**src/rtl/regfile_wb_arbiter.sv**
```systemverilog
// rtl/regfile_wb_arbiter.sv - RegFile writeback arbiter (ALU vs LSU) with load scoreboard and decode stall.
// Optional WB_FIXED_PRIO_EN: LSU always wins ties instead of round-robin.
module regfile_wb_arbiter #(
  parameter int XLEN   = 32,
  parameter int ADDR_W = 5
) (
  input  logic              CLK,
  input  logic              RESET,
  input  logic              ALU_VALID,
  input  logic [ADDR_W-1:0] ALU_RD,
  input  logic [XLEN-1:0]   ALU_DATA,
  output logic              ALU_READY,
  input  logic              LSU_VALID,
  input  logic [ADDR_W-1:0] LSU_RD,
  input  logic [XLEN-1:0]   LSU_DATA,
  output logic              LSU_READY,
  input  logic              LOAD_ISSUE,
  input  logic [ADDR_W-1:0] LOAD_ISSUE_RD,
  input  logic [ADDR_W-1:0] R1,
  input  logic [ADDR_W-1:0] R2,
  output logic              STALL,
  output logic [ADDR_W-1:0] RD,
  output logic [XLEN-1:0]   RD_DATA,
  output logic              REG_WRITE_ENABLE
);

  localparam int NREGS = 2 ** ADDR_W;

  logic [NREGS-1:0] busy;
  logic [NREGS-1:0] busy_next;
  logic             alu_grant;
  logic             lsu_grant;
  logic             load_set;

`ifdef WB_FIXED_PRIO_EN
  always_comb begin
    lsu_grant = LSU_VALID && !RESET;
    alu_grant = ALU_VALID && !LSU_VALID && !RESET;
  end
`else
  typedef enum logic {
    GRANT_ALU = 1'b0,
    GRANT_LSU = 1'b1
  } grant_e;

  grant_e last_grant;
  grant_e last_grant_next;

  // On a tie the requester that did not win last time gets the port.
  always_comb begin
    lsu_grant       = LSU_VALID && (!ALU_VALID || last_grant == GRANT_ALU) && !RESET;
    alu_grant       = ALU_VALID && (!LSU_VALID || last_grant == GRANT_LSU) && !RESET;
    last_grant_next = last_grant;
    if (lsu_grant) last_grant_next = GRANT_LSU;
    else if (alu_grant) last_grant_next = GRANT_ALU;
  end

  always_ff @(posedge CLK) begin
    if (RESET) last_grant <= GRANT_ALU;
    else       last_grant <= last_grant_next;
  end
`endif

  assign ALU_READY = alu_grant;
  assign LSU_READY = lsu_grant;

  // Stall uses the registered busy vector, so a clear becomes visible a cycle later.
  always_comb begin
    STALL = ((R1 != '0) && busy[R1]) ||
            ((R2 != '0) && busy[R2]) ||
            (LOAD_ISSUE && (LOAD_ISSUE_RD != '0) && busy[LOAD_ISSUE_RD]);
    load_set = LOAD_ISSUE && (LOAD_ISSUE_RD != '0) && !STALL;
  end

  // Clear first, then set, so a new load to the same register stays outstanding.
  always_comb begin
    busy_next = busy;
    if (lsu_grant) busy_next[LSU_RD] = 1'b0;
    if (load_set)  busy_next[LOAD_ISSUE_RD] = 1'b1;
    busy_next[0] = 1'b0;
  end

  always_ff @(posedge CLK) begin
    if (RESET) busy <= '0;
    else       busy <= busy_next;
  end

  always_ff @(posedge CLK) begin
    if (RESET) begin
      RD               <= '0;
      RD_DATA          <= '0;
      REG_WRITE_ENABLE <= 1'b0;
    end else if (lsu_grant) begin
      RD               <= LSU_RD;
      RD_DATA          <= LSU_DATA;
      REG_WRITE_ENABLE <= (LSU_RD != '0);
    end else if (alu_grant) begin
      RD               <= ALU_RD;
      RD_DATA          <= ALU_DATA;
      REG_WRITE_ENABLE <= (ALU_RD != '0);
    end else begin
      REG_WRITE_ENABLE <= 1'b0;
    end
  end

endmodule

```
**config.mk**
```make
export PLATFORM = sky130hd
export DESIGN_NAME = regfile_wb_arbiter
export DESIGN_NICKNAME = d
export VERILOG_FILES = /design/src/rtl/regfile_wb_arbiter.sv
export SDC_FILE = /design/constraint.sdc
export NUM_CORES = 1
export LEC_CHECK = 0
export ABC_AREA = 1
export CORE_UTILIZATION = 45
export CTS_CLUSTER_DIAMETER = 100
export DETAILED_ROUTE_END_ITERATION = 12
export HOLD_SLACK_MARGIN = 0.05
export PLACE_DENSITY = 0.85
export SLEW_MARGIN = 15
export SYNTH_ARGS = -nofsm -noshare
export SYNTH_HDL_FRONTEND = slang
export SYNTH_SLANG_ARGS = --single-unit
```
**constraint.sdc**
```tcl
create_clock -name CLK -period 2.7 [get_ports CLK]
set_input_delay 0.675 -clock CLK [delete_from_list [all_inputs] [get_ports CLK]]
set_output_delay 0.675 -clock CLK [all_outputs]
set_load 0.05 [all_outputs]
```
# == After elaboration in Yosys (flattened, before gate mapping) ==
# Index checks and enable logic that the tools add are counted.
# Widths: inputs -> output; s select.
# word_totals
reg_bits,71
latch_bits,0
ram_bits,0
mem_bits_ro,0
in_bits,94
output_inout_bits,41
wordCells,61
n_memories,0
# classes
n_addsub,0
mul,0
n_div,0
order_cmp,6
eq_ne,0
shifts,0
n_mux,20
n_bitwise,4
reduce_logical,25
# op_table
cell,count
$mux 32,4
$and 32x32->32,1
$not 32->32,1
$or 32x32->32,1
$reduce_bool 5->1,5
$lt 5x6->1 const B,4
$bmux 1 s5,3
$logic_and 1x1->1,11
$demux 1 s5,2
$ge 5x1->1 const B,2
$mux 5,2
$mux 1,9
$logic_not 1->1,4
$logic_or 1x1->1,4
$reduce_bool 2->1,1
$not 1->1,1

# == Longest topological paths before layout ==
# depth
word_depth,9
ltp_mapped,16
ltp_nobuf,14

# == Least setup slack after synthesis ==
# OpenSTA, ideal clock, no wires.
# synth_path
path_kind,input -> output
from,input port R2[0]
to,output port STALL
arrival_time_ns,1.947
required_ns,2.025
slack_ns,0.078
cell_stages,11
path_buffers,3
cell_sequence,buf_6 -> buf_4 -> nand2_1 -> nand3_1 -> nand3_1 -> nand3_1 -> nand3_1 -> nand2_2 -> nor2_8 -> buf_6 -> nand2_1
# synth_via
elab_chain_len,5
word_cells_on_any_way,6
cone_classes,2 x mux; 4 x reduce/logical
# synth_rtl
item,line,source
start: declaration,20,"input logic [ADDR_W-1:0] R2,"
$bmux 1 s5,70,((R2 != '0) && busy[R2]) ||
$mux 1 (implied by the code),70,
$logic_and 1x1->1 (*),70,
$logic_or 1x1->1 (*),69,STALL = ((R1 != '0) && busy[R1]) ||
$logic_or 1x1->1 (*),70,
end: declaration,21,"output logic STALL,"
# Mark *: on every way between the ends. The rest lies on a longest branch, timed or not. The select of a mux whose other input is x is not followed.

# == Worst setup path after layout ==
# layout_path
from,input port LOAD_ISSUE_RD[2]
to,output port STALL
# layout_via
elab_chain_len,4
word_cells_on_any_way,6
cone_classes,2 x mux; 4 x reduce/logical
# layout_rtl
item,line,source
start: declaration,18,"input logic [ADDR_W-1:0] LOAD_ISSUE_RD,"
$bmux 1 s5 / $reduce_bool 5->1 (equally long branches),71,(LOAD_ISSUE && (LOAD_ISSUE_RD != '0) && busy[LOAD_ISSUE_RD]);
$mux 1 (implied by the code) / $logic_and 1x1->1 (equally long branches),71,
$logic_and 1x1->1 (*),71,
$logic_or 1x1->1 (*),70,
# Marked as above.

==> impl_summary.md <==
Pwr
VDD sags by at most between 0.0003 and 0.0004 V. The total power divided by cell area is 463.9 nW/µm². The total leakage power is between 2 and 2.5 nW.

Logic synthesis
Yosys instantiated no cell more often than sky130_fd_sc_hd__nand2_1. Each instance of the synthesized netlist takes up on average roughly 6.2 µm². The number of synthesized flops with an enable pin is 0. By area the synthesized netlist is led by sky130_fd_sc_hd__dfxtp_1, sky130_fd_sc_hd__nand2_1, sky130_fd_sc_hd__nand3_1. Ranked by instance count, the synthesized netlist is headed by sky130_fd_sc_hd__nand2_1, sky130_fd_sc_hd__dfxtp_1, sky130_fd_sc_hd__nand3_1. For this run, asynchronously set or reset flops after synthesis account for 0. The post-synthesis instance area is between 4000 and 5000 µm².

Among all flip-flop cells after synthesis, the most frequent one is sky130_fd_sc_hd__dfxtp_1. The sequential fraction of the synthesis area is 0.3295. The number of nets handed over by synthesis was just under 800. Summed over all instances, the cell type with the most area after synthesis is sky130_fd_sc_hd__dfxtp_1. After synthesis the netlist holds a flip-flop and latch count of 70. Counting distinct cell types in the post-synthesis netlist gives 29. Synthesis handed over a netlist of approximately 680 instances. The top-area cell type share of the netlist area is 0.3295. The Yosys step of the flow raised 0 warnings.

Timing
The share of the clock period used by the worst path after layout is 0.9816. The setup violation total in the final timing report is 0. The hold violation total from the final report is 0. Setup repair after global routing left no endpoint under its margin. The number of max-slew violations in the final report is 0. The worst relative slew slack is 0.6322. Once routing completed, OpenROAD measured the worst setup slack at 0.04964 ns.

Timing would allow up to roughly 380 MHz. At the pin with the least slew margin, the transition time is 0.5499 ns. Clock skew on the completed layout was measured at between 0.015 and 0.02 ns. For the finished layout, the period the worst path requires is roughly 2.7 ns. Final hold analysis gives a worst-case slack of 0.4744 ns.

Routing
The number of DRC markers after the initial detailed-route iteration is 452. The number of routed nets with antenna violations is 0. The routed length on met3 is 1.413 mm. The post-detailed-route DRC marker count is 0. Dividing the detail-routed via count by the number of cells gives between 5 and 6.

For this block, wires on met1 add up to around 6 mm. The met2 wirelength from detailed routing is 7.479 mm. The first detailed-routing pass took 5 iterations. The mean routed wirelength per cell is approximately 17 µm. Wires add up to 15.85 mm. The highest metal layer carrying signal wires in the routed design is met4. The total via count after detailed routing is roughly 5500.

CTS
The CTS tree is built. The longest clock path from root to sink contains 2 buffers. The cell sitting at the root of the clock tree is a sky130_fd_sc_hd__clkbuf_8. At the later pin of the worst-skew pair, clock insertion delay measures 0.36 ns.

The number of sinks on the clock net is 70. The clock input transition at the sequential cells of the worst setup and hold paths is approximately 0.070 ns. After clock tree synthesis, the flow added hold-fix buffers numbering 0. The CTS buffer count is 9.

The H-tree was split into 3 levels.

Floorplan
The number of core rows is 35. The initial core utilization is 0.4624. The width of the chip is about 99 µm. The height of the chip is between 90 and 100 µm. The area of the core is between 9000 and 10000 µm². The I/O pin count is about 140. The die covers ~10000 µm².

Critical path
The critical path required time is around 2.0 ns. In this run the worst path has a maximum fanout of 3. The kind of start point of the critical path is an input pin. The critical path class is in2out. The kind of end point of the critical path is an output pin.

The critical path arrival is 1.98 ns.

Min path
In this run the worst hold path is classified as reg2reg.

Placed design
Routability-driven placement finished with a final weighted congestion of between 0.9 and 1. The HPWL reported at the end of detailed placement is about 12 mm. The total of buffers placed on input and output ports is roughly 130. Once placement completed, the tool counted placed cells totaling approximately 930. The pre-CTS setup slack is -0.3352 ns.

Finish
The repair_antennas step left the layout with diodes totalling 0. For this run, the share of the core covered by cells in the final layout is 0.6777. The area overhead of the layout relative to synthesis is 46.54%.

Of the cells placed in the final design, the portion with a size suffix greater than 1 is 0.1332. The net count of the finished layout is 930. The number of non-filler instances in the completed layout is ~950.

Flow run
Across the run, the number of max-cap violations was 0.

GRT
The number of global-route vias before repair is roughly 5200. The aggregate global routing overflow is 0. The maximum number of pins on one net before global-route repair is 38. The all-layer global routing usage is 0.3250. The number of antenna violations at the first check in global routing is 0. The global-route wire length before repair is 25.16 mm.

Status
The flow ran to the end, and the final reports show no timing, DRC or antenna violations.
path summary, 6_finish.rpt:
kind,start,end,slack (ns),depth (start not counted)
max reg2reg,last_grant,busy[4],0.85,9
min reg2reg,RD_DATA[5],RD_DATA[5],0.47,2
max,LOAD_ISSUE_RD[2],STALL,0.05,10
min,RD_DATA[5],RD_DATA[5],0.47,2
per-stage QoR:
stage          area, µm²  TNS, ns  power, W
3_3_place_gp        5881  -0.9528  0.001877
3_5_place_dp        5881   -1.612  0.001886
5_1_grt             6232        0  0.002986
4_1_cts             6247        0  0.002884
2_1_floorplan       4253        0  0.001543
6_report            6232        0  0.002891
final cells by class:
| class | instances | area (µm²) |
|---|---|---|
| inverter | 65 | 259.0 |
| clock buffer | 11 | 151.4 |
| multi-input combinational | 509 | 2466 |
| clock inverter | 5 | 81.33 |
| timing repair buffer | 181 | 1734 |
| fill | 822 | 2964 |
| tap | 111 | 138.9 |
| sequential | 70 | 1401 |
cells in the final DEF (no fill, tap or decap), drive strengths merged, types with 2 or more instances in the layout:
master and n:
o21ai 44, dlygate4sd2 4, nand2 216, clkdlybuf4s50 117
a21oi 37, nand4 36, buf 53, clkbuf 16
dfxtp 70, nor2 58, clkinv 3, bufinv 2
nand3 67, nor3 11, a31oi 36, inv 64
power breakdown:
group / internal (W) / switching [W] / leakage, nW
sequential: 0.00108 / 0.0000281 / 0.570
combinational: 0.000326 / 0.000466 / 1.81
clock: 0.000570 / 0.000424 / 0.116
repair_timing:
item | CTS | global route
gates cloned | 3 | 0
endpoints found under the hold margin | 0 | 0
resized for setup | 44 | 19
pin swaps | 4 | 4
endpoints found under the setup margin | 1 | 1
setup buffers | 1 | 0
kinds of logic after synthesis:
kind of cell	count (synthesis)	synth area share
flops	70	0.3295
buf+inv	103	0.1147
simple gates	388	0.4007
compound gates	120	0.1550
routing by layer:
layer	track usage	vias to the layer above
li1	-	2585
met1	0.3788	2483
met2	0.5422	320
met3	0.08573	68
met4	0.1821	0
met5	0	-
registers in the layout, indices dropped and copies added, names as in the netlist:
| name | cells |
|---|---|
| RD | 5 |
| busy | 31 |
| last_grant | 1 |
| RD_DATA | 32 |
| REG_WRITE_ENABLE | 1 |
critical path, cell delays in order:
cell                            delay [ns]
sky130_fd_sc_hd__dlygate4sd2_1        0.27
sky130_fd_sc_hd__buf_4                0.17
sky130_fd_sc_hd__nor3_2               0.24
sky130_fd_sc_hd__nand2_1              0.10
sky130_fd_sc_hd__nand2_1              0.06
sky130_fd_sc_hd__nor2_1               0.05
sky130_fd_sc_hd__nand2_1              0.10
sky130_fd_sc_hd__nand2_2              0.07
sky130_fd_sc_hd__nand2_2              0.09
sky130_fd_sc_hd__buf_12               0.13
Note: power is estimated with default switching activity, not from simulation.
